[src/rtl/sweeper_pkg.sv]
// Shared types and helpers for the truth-table sweeper.
package sweeper_pkg;

    typedef enum logic [1:0] {
        IDLE,
        DRIVE,
        DONE
    } state_t;

    function automatic logic [31:0] gray(input logic [31:0] x);
        return x ^ (x >> 1);
    endfunction

endpackage

[src/rtl/sweep_hold_timer.sv]
// Counts the cycles a vector has been held; tc flags the last hold cycle.
module sweep_hold_timer #(
    parameter int unsigned HOLD = 100
) (
    input  logic clk,
    input  logic rst,
    input  logic clr,
    input  logic en,
    output logic tc
);
    localparam int unsigned CW = (HOLD > 1) ? $clog2(HOLD) : 1;

    logic [CW-1:0] cnt;

    always_ff @(posedge clk) begin
        if (rst || clr) begin
            cnt <= '0;
        end else if (en) begin
            cnt <= cnt + CW'(1);
        end
    end

    // With HOLD=1 the counter never leaves zero, so tc is permanently high.
    assign tc = (cnt == CW'(HOLD - 1));

endmodule

[src/rtl/truth_table_sweeper.sv]
// Exhaustive stimulus/compare engine for a small combinational DUT.
// Define SWEEP_GRAY_EN to sweep vectors in Gray-code order instead of ascending binary.
module truth_table_sweeper
    import sweeper_pkg::*;
#(
    parameter int unsigned N_IN  = 4,
    parameter int unsigned N_OUT = 1,
    parameter int unsigned HOLD  = 100,
    parameter logic [N_OUT*(2**N_IN)-1:0] EXPECT = '0
) (
    input  logic             clk,
    input  logic             rst,
    input  logic             start,
    output logic [N_IN-1:0]  vec,
    input  logic [N_OUT-1:0] dut_f,
    output logic             busy,
    output logic             done,
    output logic             pass,
    output logic [N_IN:0]    err_cnt,
    output logic             first_err_valid,
    output logic [N_IN-1:0]  first_err_vec
);
    state_t          state, state_next;
    logic [N_IN-1:0] idx, idx_inc, vec_nxt;
    logic [N_OUT-1:0] exp_f;
    logic            tc, launch, sample, timer_clr, timer_en;

    sweep_hold_timer #(.HOLD(HOLD)) u_timer (
        .clk (clk),
        .rst (rst),
        .clr (timer_clr),
        .en  (timer_en),
        .tc  (tc)
    );

    assign idx_inc = idx + N_IN'(1);
`ifdef SWEEP_GRAY_EN
    assign vec_nxt = N_IN'(gray(32'(idx_inc)));
`else
    assign vec_nxt = idx_inc;
`endif

    // Expected entry is addressed by the presented vector value, not the sweep index.
    assign exp_f = EXPECT[int'(vec) * N_OUT +: N_OUT];

    always_comb begin
        state_next = state;
        launch     = 1'b0;
        sample     = 1'b0;
        case (state)
            IDLE, DONE: begin
                if (start) begin
                    state_next = DRIVE;
                    launch     = 1'b1;
                end
            end
            DRIVE: begin
                if (tc) begin
                    sample = 1'b1;
                    if (idx == '1) state_next = DONE;
                end
            end
            default: state_next = IDLE;
        endcase
        timer_en  = (state == DRIVE);
        timer_clr = launch || sample;
    end

    always_ff @(posedge clk) begin
        if (rst) begin
            state           <= IDLE;
            idx             <= '0;
            vec             <= '0;
            err_cnt         <= '0;
            first_err_valid <= 1'b0;
            first_err_vec   <= '0;
        end else begin
            state <= state_next;
            if (launch) begin
                idx             <= '0;
                vec             <= '0;
                err_cnt         <= '0;
                first_err_valid <= 1'b0;
                first_err_vec   <= '0;
            end else if (sample) begin
                if (dut_f != exp_f) begin
                    err_cnt <= err_cnt + (N_IN+1)'(1);
                    if (!first_err_valid) begin
                        first_err_valid <= 1'b1;
                        first_err_vec   <= vec;
                    end
                end
                if (idx != '1) begin
                    idx <= idx_inc;
                    vec <= vec_nxt;
                end
            end
        end
    end

    assign busy = (state == DRIVE);
    assign done = (state == DONE);
    assign pass = done && (err_cnt == '0);

endmodule

[config.mk]
export PLATFORM = sky130hd
export DESIGN_NAME = truth_table_sweeper
export DESIGN_NICKNAME = d
export VERILOG_FILES = /design/src/rtl/sweeper_pkg.sv /design/src/rtl/sweep_hold_timer.sv /design/src/rtl/truth_table_sweeper.sv
export SDC_FILE = /design/constraint.sdc
export NUM_CORES = 1
export LEC_CHECK = 0
export CORE_ASPECT_RATIO = 0.6
export CORE_MARGIN = 2
export CORE_UTILIZATION = 50
export DETAILED_ROUTE_END_ITERATION = 12
export PLACE_DENSITY_LB_ADDON = 0.15
export SYNTH_ARGS = -nofsm -noshare
export SYNTH_HDL_FRONTEND = slang
export SYNTH_HIERARCHICAL = 1
export SYNTH_SLANG_ARGS = --single-unit
[constraint.sdc]
create_clock -name clk -period 2.1 [get_ports clk]
set_input_delay 0.42 -clock clk [delete_from_list [all_inputs] [get_ports clk]]
set_output_delay 0.42 -clock clk [all_outputs]
set_load 0.05 [all_outputs]
# [Yosys cells after proc, flatten, opt, wreduce, memory -nomap -nowiden]
# Cells that the tools add are included.
[totals] ff_bits=23 elab_cells=39
[classes] add_sub_neg=3 n_eq_ne=9 shifts=1 n_mux=8 bitwise=1 reduce_logical=11
[op_table] cell="$shiftx A16 B5 Y1 const A" count=1
[op_table] cell="$add A7 B1 Y7 const B" count=1
[op_table] cell="$eq A7 B7 Y1 const B" count=1
[op_table] cell="$mux W2" count=3
[op_table] cell="$reduce_and A3 Y1" count=2
[op_table] cell="$add A5 B1 Y5 const B" count=1
[op_table] cell="$logic_not A5 Y1" count=1
[op_table] cell="$add A4 B1 Y4 const B" count=1
[op_table] cell="$eq A4 B4 Y1 const B" count=1
[op_table] cell="$mux W1" count=4
[op_table] cell="$ne A2 B1 Y1 const B" count=2
[op_table] cell="$ne A4 B4 Y1 const B" count=1
[op_table] cell="$pmux W2 S2" count=1
[op_table] cell="$reduce_and A2 Y1" count=2
[op_table] cell="$reduce_or A2 Y1" count=2
[op_table] cell="$eq A2 B1 Y1 const B" count=1
[op_table] cell="$eq A2 B2 Y1 const B" count=1
[op_table] cell="$logic_not A2 Y1" count=1
[op_table] cell="$logic_or A1 B1 Y1" count=2
[op_table] cell="$ne A2 B2 Y1 const B" count=1
[op_table] cell="$logic_and A1 B1 Y1" count=1
[op_table] cell="$ne A1 B1 Y1" count=1
[op_table] cell="$not A1 Y1" count=1

# [Logic depth before layout (Yosys ltp)]
# Gate-level depths: netlist of the first run.
[depth] word_depth=5 depth_mapped=8 depth_no_buf=7

# [Cells and area by module]
# Netlist of the first run, hierarchy kept.
[modules_own_cells] module="truth_table_sweeper" instances=1 cells_each=84 area_each_um2=767.0 seq_area_each_um2=320.3
[modules_own_cells] module="sweep_hold_timer" instances=1 cells_each=34 area_each_um2=314.1 seq_area_each_um2=140.1

# [Worst setup path after synthesis of the first run]
# OpenSTA, ideal clock, no wires.
[synth_timing] path_kind="flip-flop to output port" from="register err_cnt[0]" to="output pass" arrival_time_ns=2.284 slack_ns=-0.604 path_stages_with_launch=5 path_cell_list="dfxtp_1 > inv_1 > ha_1 > nand2b_1 > nor4_1"
[synth_between] elab_chain_len=2
[synth_rtl] item="from (decl)" line="truth_table_sweeper.sv:19" source="output logic [N_IN:0] err_cnt,"
[synth_rtl] item="from (signal assigned)" line="truth_table_sweeper.sv:87" source="err_cnt <= err_cnt + (N_IN+1)'(1);"
[synth_rtl] item="$logic_not A5 Y1" line="truth_table_sweeper.sv:103" source="assign pass = done && (err_cnt == '0);"
[synth_rtl] item="$logic_and A1 B1 Y1" line="truth_table_sweeper.sv:103"
[synth_rtl] item="to (decl)" line="truth_table_sweeper.sv:18" source="output logic pass,"
# No other way between the ends.

==> results of run 1 <==
-- metal layers --
layer	up-vias	part of all wire, %	routed length (um)	global-route usage [%]
met5	-	0	0	0
met4	0	0.65	14	4.89
met3	5	5.3	113	5.06
met2	23	44	950	33.6
met1	430	50	1070	26.0
li1	473	-	-	-
-- layout by cell type, fill, tap and decap left out, drive strengths merged --
| cell type | synthesis | routed |
|---|---|---|
| xnor2 | 2 | 2 |
| nor3 | 1 | 1 |
| and2 | 1 | 1 |
| o21ai | 6 | 6 |
| nor3b | 1 | 1 |
| dlymetal6s2s | 0 | 1 |
| or3 | 5 | 5 |
| nand4b | 1 | 1 |
| clkinv | 1 | 2 |
| dfxtp | 23 | 23 |
| o31ai | 3 | 3 |
| or2b | 1 | 1 |
| nand2 | 5 | 5 |
| nand4 | 2 | 2 |
| ha | 5 | 5 |
| o22a | 1 | 1 |
| nor2 | 8 | 8 |
| or2 | 1 | 1 |
| o2111ai | 4 | 4 |
| nand4bb | 1 | 1 |
| clkbuf | 1 | 3 |
| o21a | 1 | 1 |
| nand3b | 2 | 2 |
| o41ai | 1 | 1 |
| nand3 | 8 | 8 |
| mux2i | 4 | 4 |
| clkdlybuf4s50 | 0 | 15 |
| nand2b | 2 | 2 |
| buf | 3 | 7 |
| a211oi | 1 | 1 |
| and3b | 1 | 1 |
| nor2b | 1 | 1 |
| nor4 | 2 | 2 |
| xor2 | 3 | 3 |
| and3 | 1 | 1 |
| a21oi | 8 | 8 |
| inv | 7 | 7 |
-- how the worst max path moves through the flow --
stage	endpoint	cells after the start	slack, ns	startpoint
floorplan	pass	4	-0.02	err_cnt[0]$_SDFFE_PP0P_
global placement	u_timer/cnt[6]$_SDFFE_PP0P_	5	0.24	start
detailed placement	u_timer/cnt[5]$_SDFFE_PP0P_	5	0.17	start
CTS	vec[2]	1	0.06	idx[2]$_SDFFE_PP0P_
global route	first_err_vec[1]$_SDFFE_PP0P_	8	0.02	u_timer/cnt[0]$_SDFFE_PP0P_
finish	vec[0]	1	0.12	idx[0]$_SDFFE_PP0P_
-- power breakdown --
group / switching, mW / internal, mW
clock: 0.126 / 0.0712
sequential: 0.00490 / 0.440
combinational: 0.0314 / 0.0222
total: 0.162 / 0.533
-- registers in the layout, summed over array words and instances, names as in the netlist --
signal / flops
u_timer/cnt: 7
err_cnt: 5
first_err_vec: 4
idx: 4
state: 2
first_err_valid: 1
-- cells by family after synthesis --
kind of cell | after synthesis
adder cells (fa/ha/maj) | 5
AND/OR/NAND/NOR | 44
buffers and inverters | 12
XOR/XNOR | 5
flip-flops | 23
multiplexers | 4
AO/OA/AOI/OAI | 25
-- area by class of cell --
| cell class | count | area [sq um] |
|---|---|---|
| Timing Repair Buffer | 23 | 240 |
| Clock inverter | 1 | 5.00 |
| Tap cell | 28 | 35.0 |
| Multi-Input combinational cell | 83 | 579 |
| Fill cell | 154 | 564 |
| Inverter | 8 | 30.0 |
| Clock buffer | 3 | 22.5 |
| Sequential cell | 23 | 460 |
-- stage by stage --
step | area (sq um) | setup WS [ns] | hold WS, ns | instances
5_1_grt | 1370 | 0.0187 | 0.509 | 169
2_1_floorplan | 1090 | -0.0190 | 0.453 | 118
6_report | 1370 | 0.122 | 0.489 | 169
3_5_place_dp | 1340 | 0.169 | 0.479 | 165
4_1_cts | 1370 | 0.0585 | 0.495 | 169
3_3_place_gp | 1340 | 0.237 | 0.470 | 165
-- repair_timing --
item,in CTS,in global routing
endpoints found under the setup margin,0,1
hold endpoints to repair,0,0
gates resized for setup,0,1
==> metrics.txt, run 1 <==
simple-gate share of the synthesized area 24.4%; Core ar. 0.00194 sq mm; worst vdd ir 0.000288 V; fmax 505 MHz; layout cells sized above 1 11.3%; Compound-Gate Fraction of Synth Area 14.8%; chip width 64.0 um; first-pass GRT wire length 3.80 mm; final hold viol count 0; area added between synthesis and finish 27.0%; worst path buffer plus inverter count 1; Root Driver clkbuf_4; die area 0.00256 sq mm; critical path class flop to primary output; Period minus WS final 1.98 ns; Clk pin slew, worst setup/hold paths 0.11 ns; clk_lat worst skew 0.31 ns; post-synthesis xor/xnor area fraction 4.05%; Worst Tran Pin Value 0.501 ns; critical path peak fanout 5; Detailed Place HPWL 1.67 mm; Routed Antenna Nets 0; Final TNS setup 0 ns; CTS Buf Count 3; Post-Syn Area 0.00108 sq mm; Net Count, Synth 127; Post-Synthesis Cells 118; CTS tree done; final core area utilization 70.9%; endpoint class of the critical path primary output; status completed; Adder-Cell Fraction of Synth Area 5.79%; Setup Skew 0.00727 ns; hold path cells 2; H-Tree Depth 1; Vias per Instance 5.51; Routed WL per cell 12.7 um; Power Total 695 uW; Post-CTS Hold Buffers 0; Tcrit/Tclk final 94.2%; largest net degree at the start of global routing 14; setup repair bufs after CTS 0; area leader, netlist dfxtp_1; Ys Warns 6; Avg Cell Area, Syn 9.16 sq um; Worst R2R End first_err_vec[1]$_SDFFE_PP0P_; Port Buf Inserts 20; RSZ-0062 raised after global routing no; Synth async-reset ratio 0%; Slew Viols, Final 0; worst reg2reg path depth 8; setup violators final 0; reg2reg setup slack 0.25 ns; Site Rows 12; Cell Chain, Critical Path clkdlybuf4s50_1; Initial Util 55.8%; relative max-transition margin 66.6%; Worst path top cell family by delay buffers and inverters; DR pass1 iterations 4; number of enable flip-flop cells after synthesis 0; DRC 0; number of antenna violations at the first check in global routing 0; synth cell count leaders dfxtp_1 (23), a21oi_1 (8), nand3_1 (8), nor2_1 (8), inv_1 (7); CP arrival 1.56 ns; DRT Wirelength 2.15 mm; gp weighted congestion 0.735; P per Cell Area 506 mW/mm^2; total number of vias 931; post-synth top area share 42.6%; total gr overflow 0; static leakage 0.527 nW; nets 151; mux share of post-synthesis cell area 3.70%; RR Startpoint u_timer/cnt[0]$_SDFFE_PP0P_; Max Buffers Root-to-Sink 2; Synth cell types 38; overall routing resource usage 19.8%; # IOs 21; Maximum Capacitance Violations 0; initial DRC count 46; CP peak stage delay 0.83 ns; most frequent cell after synthesis dfxtp_1; CTS sink cnt 23; Worst Hold End first_err_vec[2]$_SDFFE_PP0P_; hold crit path type flop to flop; Seq/Total Area, Yosys 42.6%; startpoint types flop; ranking of synthesized cells by area dfxtp_1 (43%), ha_1 (5.8%), a21oi_1 (3.7%); required time of the worst setup path 1.68 ns; Synth Register Bits 23; Synth Flop Type dfxtp_1; vias in the first global route 853; worst hold start first_err_vec[2]$_SDFFE_PP0P_; Die Y 40.0 um; # diodes 0; Critical-path top delay cell clkdlybuf4s50_1; main combinational cell family by area after synthesis simple AND/OR/NAND/NOR gates
Power figures use the tool's default switching activity.
==> run 2, diff against run 1 <==
--- a/config.mk
+++ b/config.mk
@@ -7,10 +7,12 @@
 export LEC_CHECK = 0
 export CORE_ASPECT_RATIO = 0.6
 export CORE_MARGIN = 2
-export CORE_UTILIZATION = 50
+export CORE_UTILIZATION = 24
 export DETAILED_ROUTE_END_ITERATION = 12
+export MAX_ROUTING_LAYER = met4
 export PLACE_DENSITY_LB_ADDON = 0.15
 export SYNTH_ARGS = -nofsm -noshare
 export SYNTH_HDL_FRONTEND = slang
 export SYNTH_HIERARCHICAL = 1
 export SYNTH_SLANG_ARGS = --single-unit
+export TNS_END_PERCENT = 20
==> run 2 against run 1 <==
  * Sequential share of layout area decreased by 1.3 points
  * Register-to-register slack about the same
  * Die area increased by 98%
  * Sequential power about the same
  * Cell area increased by 4.0%
  * Highest routed layer unchanged
  * Setup slack improved by 0.024 ns
  * First-iteration DRC count decreased by 43%
  * Cell count increased by 19%
  * Combinational power increased by 1%
==> metrics.txt, run 2 (synthesis results as in run 1) <==
largest net degree at the start of global routing 13; Worst path top cell family by delay buffers and inverters; clk_lat worst skew 0.26 ns; CP peak stage delay 0.84 ns; RR Startpoint u_timer/cnt[0]$_SDFFE_PP0P_; vias in the first global route 866; switch share 22.2%; total number of vias 911; Sequential Power Share 58.0%; Setup Skew 0.00338 ns; required time of the worst setup path 1.68 ns; post-CTS sizing 0; Comb power frac 7.1%; Worst R2R End first_err_vec[1]$_SDFFE_PP0P_; number of antenna violations at the first check in global routing 0; Critical-path top delay cell clkdlybuf4s50_1; Period minus WS final 1.95 ns; startpoint types flop; Maximum Capacitance Violations 0; hold path cells 2; # diodes 0; critical path class flop to primary output; gp weighted congestion 0.756; fmax 512 MHz; setup repair bufs after CTS 0; DRT Wirelength 2.42 mm; Worst Hold End first_err_vec[2]$_SDFFE_PP0P_; CTS Buf Count 3; Slew Viols, Final 0; Clock power frac 34.9%; worst vdd ir 0.000191 V; DRC 0; first-pass GRT wire length 4.02 mm; Clk pin slew, worst setup/hold paths 0.08 ns; Vias per Instance 4.53; H-Tree Depth 1; max reg flops 7; commonest non-fill, non-tap cell in the layout dfxtp_1; CTS sink cnt 23; die area 0.00507 sq mm; P per Cell Area 537 mW/mm^2; area added between synthesis and finish 32.1%; worst slack, placed 0.111 ns; worst reg2reg path depth 8; Tcrit/Tclk final 93.1%; Core ar. 0.00421 sq mm; final core area utilization 33.9%; CP arrival 1.53 ns; static leakage 0.513 nW; layout cells sized above 1 10.6%; Routed Antenna Nets 0; non-filler instance count after layout 201; Top Registers u_timer/cnt x7, err_cnt x5; initial DRC count 26; final hold viol count 0; # IOs 21; critical path peak fanout 6; Worst Tran Pin Value 0.502 ns; setup ws final 0.145 ns; switching power 170 uW; setup violators final 0; CTS tree done; reg2reg setup slack 0.24 ns; Port Buf Inserts 20; Inst Count DP 197; Worst Setup SP idx[2]$_SDFFE_PP0P_; Max Buffers Root-to-Sink 2; hold crit path type flop to flop; worst path buffer plus inverter count 1; status completed; relative max-transition margin 66.4%; Detailed Place HPWL 1.83 mm; total gr overflow 0; Die Y 56.0 um; Cell Chain, Critical Path clkdlybuf4s50_1; Root Driver clkbuf_8; P_int 596 uW; chip width 90.6 um; DR pass1 iterations 4; Largest Register u_timer/cnt; most frequent cells in the layout dfxtp_1 (23), clkdlybuf4s50_1 (16), nand3_1 (8), a21oi_1 (8), nor2_1 (8); nets 151; RSZ-0062 raised after global routing no; Min Hold Slack 0.488 ns; Site Rows 18; Initial Util 25.7%; Post-CTS Hold Buffers 0; endpoint class of the critical path primary output; overall routing resource usage 10.1%; worst hold start first_err_vec[2]$_SDFFE_PP0P_; Routed WL per cell 12.0 um
run 2: stage by stage:
step / power (mW) / instance area (sq um) / setup TNS [ns]
CTS: 0.779 / 1430 / 0
finish: 0.766 / 1430 / 0
global placement: 0.508 / 1380 / 0
detailed placement: 0.509 / 1380 / 0
floorplan: 0.486 / 1090 / -0.0190
global route: 0.805 / 1430 / 0
run 2: routing by layer:
layer,GRT usage [%],vias to the layer above,share of wire [%]
li1,-,474,-
met1,12.9,416,53
met2,15.1,19,41
met3,3.66,2,4.6
met4,2.64,0,1.1
met5,-,-,0
run 2: worst reg2reg max path: stages (launching register included):
cell,delay [ns]
dfxtp_1,0.41
ha_1,0.21
nand4bb_1,0.11
nor3b_1,0.18
buf_4,0.16
nand4b_4,0.17
buf_4,0.22
o2111ai_1,0.18
o31ai_1,0.09
run 2: final cells by class:
type	instances	area [sq um]
fill	463	2780
multi-input combinational	83	579
tap	60	75.1
sequential	23	460
inverter	8	30.0
clock buffer	4	45.0
timing repair buffer	23	238
run 2: worst max-delay path by stage:
| stage | to | slack, ns | depth (start not counted) |
|---|---|---|---|
| floorplan | pass | -0.02 | 4 |
| global placement | u_timer/cnt[6]$_SDFFE_PP0P_ | 0.20 | 5 |
| detailed placement | u_timer/cnt[5]$_SDFFE_PP0P_ | 0.11 | 5 |
| CTS | vec[2] | 0.12 | 1 |
| global route | first_err_vec[3]$_SDFFE_PP0P_ | 0.009 | 8 |
| finish | vec[2] | 0.15 | 1 |
run 2: power groups by stage:
stage                     clock network, mW  logic (mW)  registers [mW]
after floorplan                           0      0.0330           0.453
after global placement                    0      0.0535           0.454
after detailed placement                  0      0.0549           0.454
after CTS                             0.280      0.0552           0.444
after global routing                  0.301      0.0585           0.445
final                                 0.268      0.0543           0.444
